### src/rtl/addition_normalizer_packer_if.sv
// addition_normalizer_packer_if: operand/result handshake bundle of the FP adder back end
interface addition_normalizer_packer_if #(
  parameter int DATA_WIDTH = 32,
  parameter int MENT_WIDTH = 23,
  parameter int EXPO_WIDTH = 8
) ();
  logic                  in_valid;
  logic                  in_ready;
  logic                  sign_in;
  logic [EXPO_WIDTH-1:0] exponent_in;
  logic [MENT_WIDTH+1:0] mantissa_in;
  logic [2:0]            grs_in;
  logic                  out_valid;
  logic                  out_ready;
  logic [DATA_WIDTH-1:0] result_out;
  logic                  busy_out;
  modport master (
    output in_valid, sign_in, exponent_in, mantissa_in, grs_in, out_ready,
    input  in_ready, out_valid, result_out, busy_out
  );
  modport slave (
    input  in_valid, sign_in, exponent_in, mantissa_in, grs_in, out_ready,
    output in_ready, out_valid, result_out, busy_out
  );
endinterface

### src/rtl/addition_normalizer_packer.sv
// addition_normalizer_packer: normalize one bit per cycle, round-to-nearest-even and pack an FP add result
module addition_normalizer_packer #(
  parameter int DATA_WIDTH = 32,
  parameter int MENT_WIDTH = 23,
  parameter int EXPO_WIDTH = 8
) (
  input logic clk,
  input logic rst_n,
  addition_normalizer_packer_if.slave bus
);
  localparam int XW = EXPO_WIDTH + 1;
  localparam int MW = MENT_WIDTH + 2;
  typedef enum logic [1:0] {IDLE, NORM, ROUND, HOLD} state_t;
  state_t                state;
  logic                  sgn;
  logic [XW-1:0]         exp;
  logic [MW-1:0]         man;
  logic [2:0]            grs;
  logic [DATA_WIDTH-1:0] res;
  logic                  inc;
  logic [MW-1:0]         m;
  logic [XW-1:0]         exp_r;
  logic [DATA_WIDTH-1:0] packed_r;
  // a rounding carry out of the hidden bit leaves m's fraction bits all zero
  always_comb begin
    inc = grs[2] & (grs[1] | grs[0] | man[0]);
    m = MW'(man[MENT_WIDTH:0]) + MW'(inc);
    exp_r = m[MW-1] ? exp + XW'(1) : (exp == '0 && m[MENT_WIDTH]) ? XW'(1) : exp;
    packed_r = exp_r >= XW'({EXPO_WIDTH{1'b1}}) ? {sgn, {EXPO_WIDTH{1'b1}}, {MENT_WIDTH{1'b0}}}
                                                : {sgn, exp_r[EXPO_WIDTH-1:0], m[MENT_WIDTH-1:0]};
  end
  always_ff @(posedge clk or negedge rst_n) begin
    if (!rst_n) begin
      state <= IDLE;
      sgn <= 1'b0;
      exp <= '0;
      man <= '0;
      grs <= '0;
      res <= '0;
    end else begin
      case (state)
        IDLE: if (bus.in_valid) begin
          sgn <= bus.sign_in;
          exp <= {1'b0, bus.exponent_in};
          man <= bus.mantissa_in;
          grs <= bus.grs_in;
          state <= NORM;
        end
        NORM: if (man == '0 && grs == '0) begin
          res <= {sgn, {(DATA_WIDTH-1){1'b0}}};
          state <= HOLD;
        end else if (man[MW-1]) begin
          man <= man >> 1;
          grs <= {man[0], grs[2], grs[1] | grs[0]};
          exp <= exp + XW'(1);
          state <= ROUND;
        end else if (man[MENT_WIDTH]) begin
          state <= ROUND;
        end else if (exp <= XW'(1)) begin
          exp <= '0;
          state <= ROUND;
        end else begin
          man <= {man[MW-2:0], grs[2]};
          grs <= {grs[1:0], 1'b0};
          exp <= exp - XW'(1);
        end
        ROUND: begin
          res <= packed_r;
          state <= HOLD;
        end
        HOLD: if (bus.out_ready) state <= IDLE;
        default: state <= IDLE;
      endcase
    end
  end
  assign bus.in_ready   = state == IDLE;
  assign bus.out_valid  = state == HOLD;
  assign bus.busy_out   = state != IDLE;
  assign bus.result_out = res;
endmodule
### src/flat_wrapper.sv
// flat-port wrapper written by rule: the top's interface ports become plain ports
module addition_normalizer_packer_flat 
#(
  parameter int DATA_WIDTH = 32,
  parameter int MENT_WIDTH = 23,
  parameter int EXPO_WIDTH = 8
)
  (clk, rst_n, bus_in_valid, bus_sign_in, bus_exponent_in, bus_mantissa_in, bus_grs_in, bus_out_ready, bus_in_ready, bus_out_valid, bus_result_out, bus_busy_out);
  addition_normalizer_packer_if #(.DATA_WIDTH(DATA_WIDTH), .MENT_WIDTH(MENT_WIDTH), .EXPO_WIDTH(EXPO_WIDTH)) bus_i ();
  input logic clk;
  input logic rst_n;
  input wire logic [$bits(bus_i.in_valid)-1:0] bus_in_valid;
  input wire logic [$bits(bus_i.sign_in)-1:0] bus_sign_in;
  input wire logic [$bits(bus_i.exponent_in)-1:0] bus_exponent_in;
  input wire logic [$bits(bus_i.mantissa_in)-1:0] bus_mantissa_in;
  input wire logic [$bits(bus_i.grs_in)-1:0] bus_grs_in;
  input wire logic [$bits(bus_i.out_ready)-1:0] bus_out_ready;
  output wire logic [$bits(bus_i.in_ready)-1:0] bus_in_ready;
  output wire logic [$bits(bus_i.out_valid)-1:0] bus_out_valid;
  output wire logic [$bits(bus_i.result_out)-1:0] bus_result_out;
  output wire logic [$bits(bus_i.busy_out)-1:0] bus_busy_out;
  assign bus_i.in_valid = bus_in_valid;
  assign bus_i.sign_in = bus_sign_in;
  assign bus_i.exponent_in = bus_exponent_in;
  assign bus_i.mantissa_in = bus_mantissa_in;
  assign bus_i.grs_in = bus_grs_in;
  assign bus_i.out_ready = bus_out_ready;
  assign bus_in_ready = bus_i.in_ready;
  assign bus_out_valid = bus_i.out_valid;
  assign bus_result_out = bus_i.result_out;
  assign bus_busy_out = bus_i.busy_out;
  addition_normalizer_packer #(.DATA_WIDTH(DATA_WIDTH), .MENT_WIDTH(MENT_WIDTH), .EXPO_WIDTH(EXPO_WIDTH)) u_core (.clk(clk), .rst_n(rst_n), .bus(bus_i));
endmodule
### config.mk
export PLATFORM = sky130hd
export DESIGN_NAME = addition_normalizer_packer_flat
export DESIGN_NICKNAME = d
export VERILOG_FILES = /design/src/rtl/addition_normalizer_packer_if.sv /design/src/rtl/addition_normalizer_packer.sv /design/src/flat_wrapper.sv
export SDC_FILE = /design/constraint.sdc
export NUM_CORES = 1
export LEC_CHECK = 0
export ABC_AREA = 1
export CORE_ASPECT_RATIO = 0.5
export CORE_UTILIZATION = 30
export DETAILED_ROUTE_END_ITERATION = 12
export PLACE_DENSITY = 0.53
export SLEW_MARGIN = 5
export SYNTH_ARGS = -nofsm -noshare
export SYNTH_HDL_FRONTEND = slang
export SYNTH_SLANG_ARGS = --single-unit
### constraint.sdc
create_clock -name clk -period 5.4 [get_ports clk]
set_input_delay 1.62 -clock clk [delete_from_list [all_inputs] [get_ports clk]]
set_output_delay 1.62 -clock clk [all_outputs]
set_load 0.01 [all_outputs]
==> results.yml, run 1 <==
finish:
  drive_gt1_share_pct: 5.43
  area_growth_pct: 23.4
  n_fill_cell: 1730
  nets: 818
  diodes: 0
power_and_ir_drop:
  power_leakage_nw: 2.89
  p_per_area_nw_per_um2: 557
  internal_power_mw: 1.83
  seq_power_share_pct: 31.3
  ir_drop_mv: 0.152
  swShare_pct: 46.2
  combPwrFrac_pct: 49.8
  pwr-share-clk_pct: 18.9
  power.switching_mw: 1.57
  finalPower_mw: 3.40
logic_synthesis:
  ys_async_sr_fraction_pct: 100
  yosys.area_share.simple_pct: 36.2
  yosys_warnings: 0
  synthesis.area_um2: 4950
  synth_cells: 720
  synth_common_cells: "nand2_1, nand3_1, inv_1"
  syn_avg_cell_area_um2: 6.88
  yosysTopAreaCellShare_pct: 36.4
  synth.area.top_cells: "dfrtp_1, nand2_1, nand3_1, inv_1, o211ai_1"
  synth-xor-area-share_pct: 3.89
  synthAdderAreaFrac_pct: 2.02
  synth.area.mux_share_pct: 0.227
  ys_seq_elements: 72
  syn_nets: 769
  synthDistinctLibCells: 44
  synth.most_common_cell: "nand2_1"
  synth_top_family_by_area: "simple AND/OR/NAND/NOR gates"
  yosysSeqAreaShare_pct: 36.4
  synth_edf_count: 0
  synth-main-ff-cell: "dfrtp_1"
  synth_compound_area_share_pct: 11.1
  synth_top_area_cell: "dfrtp_1"
grt:
  grt_usage_pct: 18.9
  use_met1_pct: 26.1
  antenna_found_initial: 0
  globalRouteMet2Util_pct: 30.8
  grt_overflow: 0
  grt_max_degree: 73
  busiest_layer: "met2"
  grt_pass1_vias: 4873
  met3_usage_pct: 3.30
  grt_pass1_wl_mm: 25.2
route:
  first_pass_iters: 4
  drt_wl_total_mm: 15.1
  drc: 0
  dr.first_iter.drc_count: 318
  vias_per_cell: 4.96
  antenna_left: 0
  routedWlPerCell_um: 15.2
  vias: 4932
clock_network:
  clock_latency_ps: 340
  clk_pin_slew_worst_paths_ps: 60
  clockBufferDepth: 2
  cts_htree_levels: 3
  cts_tree: "yes"
  clock_sinks: 72
  numCtsBuffers: 9
  cts_root_buf: "clkbuf_16"
  cts_setup_buffers: 0
  postCtsHoldBufs: 0
  cts_resized: 0
setup_path:
  path_class: "in2reg"
  crit_path_end_kind: "flop"
  worstPathRequired_ps: 5590
  cp_data_arrival_time_ps: 3640
  critPathMaxFanout: 36
  worst_setup_path_start_kind: "primary input"
sta:
  finClkSkew_ps: 12.0
  tns_ps: 0
  tightest_slew_ps: 1200
  finalCriticalPeriod_ps: 3440
  period_share_pct: 63.8
  layout_setup_ws_ps: 1960
  final-max-slew-violation-count: 0
  hold-worst-slack_ps: 481
  max_slew_margin_pct: 20.1
  finalHoldViolations: 0
  final-setup-viol-count: 0
  max_freq_mhz: 290
  rsz0062_at_grt: "false"
floorplan:
  row_count: 32
  ios: 76
  initial_core_util_pct: 31.4
  core_um2: 15800
  die_h_um: 92.8
  fp.dieW_um: 184
  die_area_um2: 17100
placement:
  dp_slack_ps: 1610
  port_buffers: 75
  routabilityCongestion: 0.885
  dp_hpwl_mm: 10.9
min_path:
  hp-class: "reg2reg"
flow_run:
  cap_viol_max_count: 0
run_status:
  outcome: "finished clean"
## area by class of cell
class                      count  area [µm²]  area share [%]
clock buffer                  10         229            3.75
multi-input combinational    528        2650            43.4
timing repair buffer          77         763            12.5
sequential                    72        1800            29.5
tap                          221         277            4.52
inverter                      81         307            5.02
clock inverter                 6        83.8            1.37
## cell usage in the layout, fill, tap and decap left out, drive strengths merged, types with 2 or more instances in the layout
cell type / Yosys / layout
nand3: 80 / 80
o21ai: 42 / 42
o211ai: 27 / 27
o22ai: 2 / 2
nor3: 8 / 8
nor4: 3 / 3
ha: 8 / 8
a21oi: 9 / 9
dfrtp: 72 / 72
xor2: 21 / 21
clkinv: 3 / 7
a221oi: 2 / 2
buf: 23 / 3
nand4: 27 / 27
inv: 78 / 78
bufinv: 0 / 2
nor2: 51 / 51
clkdlybuf4s50: 0 / 74
nand2: 235 / 235
clkbuf: 16 / 10
## per-stage QoR
step	instance area, µm²	util [%]	cells
floorplan	4950	-	720
global placement	5800	36.8	979
detailed placement	5800	36.8	979
CTS	6110	38.7	995
global route	6110	38.7	995
finish	6110	38.7	995
## logic make-up (layout without fill, tap and decap cells)
group                    Yosys count  in the layout
flip-flops                        72             72
multiplexers                       1              1
buffers and inverters            120            174
AO/OA/AOI/OAI                     90             90
XOR/XNOR                          22             22
AND/OR/NAND/NOR                  407            407
adder cells (fa/ha/maj)            8              8
## metal layers
layer | wire length [µm] | share of wire, %
met3 | 690 | 4.6
met5 | 0 | 0
met1 | 7500 | 50
met2 | 6780 | 45
met4 | 140 | 0.93
## registers in the layout, indices dropped and copies added (netlist names)
register               flops
u_core.bus.result_out     32
u_core.exp                 9
u_core.grs                 3
u_core.man                25
u_core.sgn                 1
u_core.state               2
## power by group through the flow
stage / Clock, mW / Combinational, mW / Sequential (mW)
detailed placement: 0 / 1.70 / 1.07
global route: 0.678 / 1.93 / 1.11
floorplan: 0 / 1.19 / 0.990
CTS: 0.657 / 1.71 / 1.07
global placement: 0 / 1.69 / 1.08
finish: 0.644 / 1.69 / 1.07
## path summary, 6_finish.rpt
kind	startpoint	endpoint	slack [ps]	cells after the start
worst max-delay path	bus_in_valid	u_core.grs[2]	1960	9
worst min-delay path	u_core.bus.result_out[8]	u_core.bus.result_out[8]	480	2
worst max register to register	u_core.state[1]	u_core.grs[2]	2160	10
worst min register to register	u_core.bus.result_out[8]	u_core.bus.result_out[8]	480	2
max in group asynchronous	rst_n	u_core.grs[1]	3300	1
min in group asynchronous	rst_n	u_core.man[10]	1400	1
## critical path, stage by stage
cell and delay [ps]:
clkdlybuf4s50_1 480, nand2_1 80, o21ai_0 80, o21a_2 250
nand2_4 100, inv_4 300, nand2_2 460, nand2_1 150
o21ai_0 90
Note: power is estimated with default switching activity, not from simulation.
==> run 2, diff against run 1 <==
==> constraint.sdc (replaced) <==
create_clock -name clk -period 3.51 [get_ports clk]
set_input_delay 1.053 -clock clk [delete_from_list [all_inputs] [get_ports clk]]
set_output_delay 1.053 -clock clk [all_outputs]
set_load 0.01 [all_outputs]
==> run 2 against run 1 <==
Against the previous run:
- die area is the same
- clock power is 54% higher
- combinational power rose by 56%
- sequential share of layout area shrank 0.25 points
- routed wire length is 0.19% higher
- register-to-register slack lost 1500 ps
- sequential cell count unchanged
- non-clock buffer count grew 7
- largest power group unchanged
- critical endpoint is now u_core.bus.result_out[12]
- core utilization up 0.33 points
==> results.yml, run 2 (synthesized netlist as in run 1, its figures left out) <==
run_status:
  outcome: "finished clean"
sta:
  tns_ps: 0
  period_share_pct: 81.5
  max_freq_mhz: 350
  rsz0062_at_grt: "false"
  layout_setup_ws_ps: 649
  finalCriticalPeriod_ps: 2860
  max_slew_margin_pct: 33.9
  finClkSkew_ps: 9.90
  final-setup-viol-count: 0
  final-max-slew-violation-count: 0
  finalHoldViolations: 0
  tightest_slew_ps: 991
setup_path:
  path_buf_inv: 2
  crit_path_end_kind: "flop"
  cpPeakStageDelay_ps: 420
  crit_top_cell: "nand2_2"
  critPathMaxFanout: 21
  path_class: "reg2reg"
  worstPathRequired_ps: 3720
  worst_setup_path_start_kind: "flop"
  cp_top_family: "simple AND/OR/NAND/NOR gates"
  crit_chain: "nand2_1 -> inv_1 -> ha_1 -> nand2_2 -> nor3_4 -> nand2_2 -> inv_2 -> o21ai_0 -> nor2_2 -> nand3_2 -> nand2_2 -> o21ai_0"
  cp_data_arrival_time_ps: 3070
  crit_path_top_delay_cell: "dfrtp_1"
clock_network:
  numCtsBuffers: 9
  cts_setup_buffers: 0
  clk_pin_slew_worst_paths_ps: 60
  postCtsHoldBufs: 0
  cts_htree_levels: 3
  clockBufferDepth: 2
  cts_root_buf: "clkbuf_16"
  cts_tree: "yes"
  clock_sinks: 72
  clock_latency_ps: 340
  cts_resized: 0
route:
  vias_per_cell: 4.92
  dr.first_iter.drc_count: 402
  wl_met3_um: 797
  antenna_left: 0
  vias: 4925
  met2WireLength_mm: 6.59
  first_pass_iters: 5
  routedWlPerCell_um: 15.1
  top_layer: "met4"
  drc: 0
  drt_wl_total_mm: 15.1
  drt-met1-wl_mm: 7.56
floorplan:
  die_h_um: 92.8
  fp.dieW_um: 184
  ios: 76
  die_area_um2: 17100
  row_count: 32
  initial_core_util_pct: 31.4
  core_um2: 15800
grt:
  grt_pass1_wl_mm: 25.6
  grt_pass1_vias: 4775
  grt_max_degree: 73
  grt_overflow: 0
  antenna_found_initial: 0
  grt_usage_pct: 19.2
finish:
  diodes: 0
  area_growth_pct: 24.5
  nets: 825
  multi_input_area_um2: 2650
  seqCellArea_um2: 1800
  final_cell_mix: "nand2_1, nand3_1, clkdlybuf4s50_1, inv_1, dfrtp_1"
  largest_reg_flops: 32
  n_fill_cell: 1736
  final_common_cell: "nand2_1"
  drive_gt1_share_pct: 6.27
placement:
  dp_slack_ps: 553
  port_buffers: 75
  routabilityCongestion: 0.899
  dp_hpwl_mm: 11.1
power_and_ir_drop:
  finalPower_mw: 5.28
  power_leakage_nw: 2.92
  p_per_area_nw_per_um2: 856
  ir_drop_mv: 0.272
min_path:
  hp-class: "reg2reg"
flow_run:
  cap_viol_max_count: 0
run 2: cell types whose count changed in the layout (fill, tap and decap cells not counted):
| cell | change |
|---|---|
| buf_4 | +7 |
run 2: metal layers:
metal	GRT usage (%)	vias up
met4	4.72	0
li1	-	2466
met1	28.0	2307
met2	28.9	137
met5	0	-
met3	3.50	15
run 2: power breakdown:
part | switching [mW] | internal, mW
Sequential | 0.447 | 1.21
Clock | 0.372 | 0.621
Combinational | 1.61 | 1.02
Total | 2.43 | 2.85
run 2: layout make-up:
| cell class | count | share of cell area [%] |
|---|---|---|
| repair buffers | 84 | 13.2 |
| multi-input cells | 528 | 43.0 |
| well taps | 221 | 4.49 |
| clock buffers | 10 | 3.71 |
| inverters | 81 | 4.97 |
| clock inverters | 6 | 1.36 |
| flip-flops and latches | 72 | 29.2 |
run 2: worst paths after layout:
check / from / endpoint / slack [ps] / depth (start not counted)
min in group asynchronous: rst_n / u_core.man[10] / 860 / 1
worst max register to register: u_core.grs[2] / u_core.bus.result_out[12] / 650 / 12
max in group asynchronous: rst_n / u_core.exp[1] / 1990 / 1
worst min register to register: u_core.bus.result_out[31] / u_core.bus.result_out[31] / 480 / 2
worst min-delay path: u_core.bus.result_out[31] / u_core.bus.result_out[31] / 480 / 2
worst max-delay path: u_core.grs[2] / u_core.bus.result_out[12] / 650 / 12
run 2: metrics by stage:
step,area [µm²],util (%),std cells,hold WS (ps)
floorplan,4950,-,720,443
global placement,5850,37.1,986,470
detailed placement,5850,37.1,986,469
CTS,6160,39.1,1002,485
global route,6160,39.1,1002,504
finish,6160,39.1,1002,475
run 2: worst reg2reg max path, stage by stage (launching register included):
cell and delay [ps]:
dfrtp_1 420, nand2_1 70, inv_1 140, ha_1 230, nand2_2 120, nor3_4 310, nand2_2 200, inv_2 140
o21ai_0 160, nor2_2 160, nand3_2 350, nand2_2 330, o21ai_0 110
==> run 3, diff against run 2 <==
==> constraint.sdc (replaced) <==
create_clock -name clk -period 2.8 [get_ports clk]
set_input_delay 0.84 -clock clk [delete_from_list [all_inputs] [get_ports clk]]
set_output_delay 0.84 -clock clk [all_outputs]
set_load 0.01 [all_outputs]
==> run 3 against run 2 <==
Against the previous run:
- total power grew 28%
- setup slack worse by 420 ps
- clock skew decreased by 2.6 ps
- design area increased by 2.1%
- combinational power rose by 31%
- largest power group unchanged
- highest routed layer unchanged
==> results.yml, run 3 (synthesized netlist as in run 1, its figures left out) <==
run_status:
  outcome: "finished clean"
sta:
  layout_setup_ws_ps: 226
  period_share_pct: 91.9
  tns_ps: 0
  finalCriticalPeriod_ps: 2570
  max_freq_mhz: 389
  final-setup-viol-count: 0
  rsz0062_at_grt: "false"
  tightest_slew_ps: 587
  final-max-slew-violation-count: 0
  hold-worst-slack_ps: 462
  max_slew_margin_pct: 60.7
  finalHoldViolations: 0
  finClkSkew_ps: 7.33
power_and_ir_drop:
  pwr-share-clk_pct: 18.5
  power_leakage_nw: 2.98
  p_per_area_nw_per_um2: 1080
  power.switching_mw: 3.13
  seq_power_share_pct: 30.5
  combPwrFrac_pct: 51.0
  swShare_pct: 46.2
  internal_power_mw: 3.64
  ir_drop_mv: 0.381
setup_path:
  cp_data_arrival_time_ps: 2820
  critPathMaxFanout: 21
  path_class: "reg2reg"
  worst_setup_path_start_kind: "flop"
  worstPathRequired_ps: 3050
  crit_path_end_kind: "flop"
grt:
  grt_overflow: 0
  antenna_found_initial: 0
  grt_pass1_vias: 4883
  grt_pass1_wl_mm: 25.9
  grt_max_degree: 41
  grt_usage_pct: 19.5
clock_network:
  cts_tree: "yes"
  cts_root_buf: "clkbuf_16"
  clock_latency_ps: 330
  numCtsBuffers: 9
  clk_pin_slew_worst_paths_ps: 60
  cts_htree_levels: 3
  clock_sinks: 72
  clockBufferDepth: 2
floorplan:
  die_area_um2: 17100
  initial_core_util_pct: 31.4
  fp.dieW_um: 184
  ios: 76
  row_count: 32
  core_um2: 15800
  die_h_um: 92.8
finish:
  drive_gt1_share_pct: 8.20
  largest_reg_flops: 32
  n_fill_cell: 1711
  final_cell_mix: "nand2_1, nand3_1, clkdlybuf4s50_1, inv_1, dfrtp_1"
  diodes: 0
  area_growth_pct: 27.1
  final_common_cell: "nand2_1"
  nets: 837
route:
  routedWlPerCell_um: 15.6
  drt_wl_total_mm: 15.8
  drc: 0
  dr.first_iter.drc_count: 330
  first_pass_iters: 5
  vias_per_cell: 4.97
  antenna_left: 0
  vias: 5040
placement:
  routabilityCongestion: 0.902
  port_buffers: 75
  dp_slack_ps: 72.6
  dp_hpwl_mm: 11.7
min_path:
  hp-class: "in2async"
flow_run:
  cap_viol_max_count: 0
==> run 3: repair_timing <==
action,4_1_cts,5_1_grt
hold buffers,0,0
buffers inserted,0,2
resized for setup,0,7
hold endpoints to repair,0,0
endpoints found under the setup margin,0,31
==> run 3: through the flow <==
stage	util, %	std cells	instance area (µm²)	total power [mW]
floorplan	-	720	4950	4.21
global placement	37.6	996	5940	5.48
detailed placement	37.6	996	5940	5.50
CTS	39.7	1012	6260	6.79
global route	39.9	1014	6290	7.35
finish	39.9	1014	6290	6.77
==> run 3: worst paths after layout <==
path                                           start                         to  slack [ps]  depth (start not counted)
hold reg to reg            u_core.bus.result_out[25]  u_core.bus.result_out[25]         480                          2
hold / removal                                 rst_n             u_core.man[11]         460                          1
setup reg to reg                       u_core.grs[2]   u_core.bus.result_out[6]         230                         14
setup / recovery                       u_core.grs[2]   u_core.bus.result_out[6]         230                         14
min in group clk           u_core.bus.result_out[25]  u_core.bus.result_out[25]         480                          2
max in group asynchronous                      rst_n   u_core.bus.result_out[8]        1750                          2
==> run 3: layer usage <==
metal	global-route usage (%)	up-vias	part of all wire, %
met5	0	-	0
met4	2.99	0	0.51
met3	3.38	6	4.0
met2	30.7	123	45
met1	28.2	2425	51
li1	-	2486	-
==> run 3: layout make-up <==
type                            instances  area [µm²]  share of cell area [%]
Multi-Input combinational cell        528        2660                    42.3
Sequential cell                        72        1800                    28.7
Timing Repair Buffer                   96         922                    14.7
Inverter                               81         307                    4.87
Tap cell                              221         277                    4.40
Clock buffer                            9         225                    3.58
Clock inverter                          7        95.1                    1.51
==> run 3: power groups by stage <==
stage | Clock [mW] | Combinational, mW | Sequential, mW
4_1_cts | 1.28 | 3.45 | 2.06
3_5_place_dp | 0 | 3.43 | 2.07
5_1_grt | 1.33 | 3.88 | 2.14
2_1_floorplan | 0 | 2.30 | 1.91
6_report | 1.25 | 3.45 | 2.07
3_3_place_gp | 0 | 3.42 | 2.07
==> run 3: worst max-delay path: stages, from the launching register on <==
cell     delay [ps]
dfrtp_2         410
nand2_1          70
inv_1           130
ha_1            240
nand2_2         120
nor3_4          280
nand2_2         230
inv_2           140
nand2_1          50
o21ai_0         150
nor2_2           80
nand3_2          80
buf_6           190
nand2_4         110
o21ai_0         190
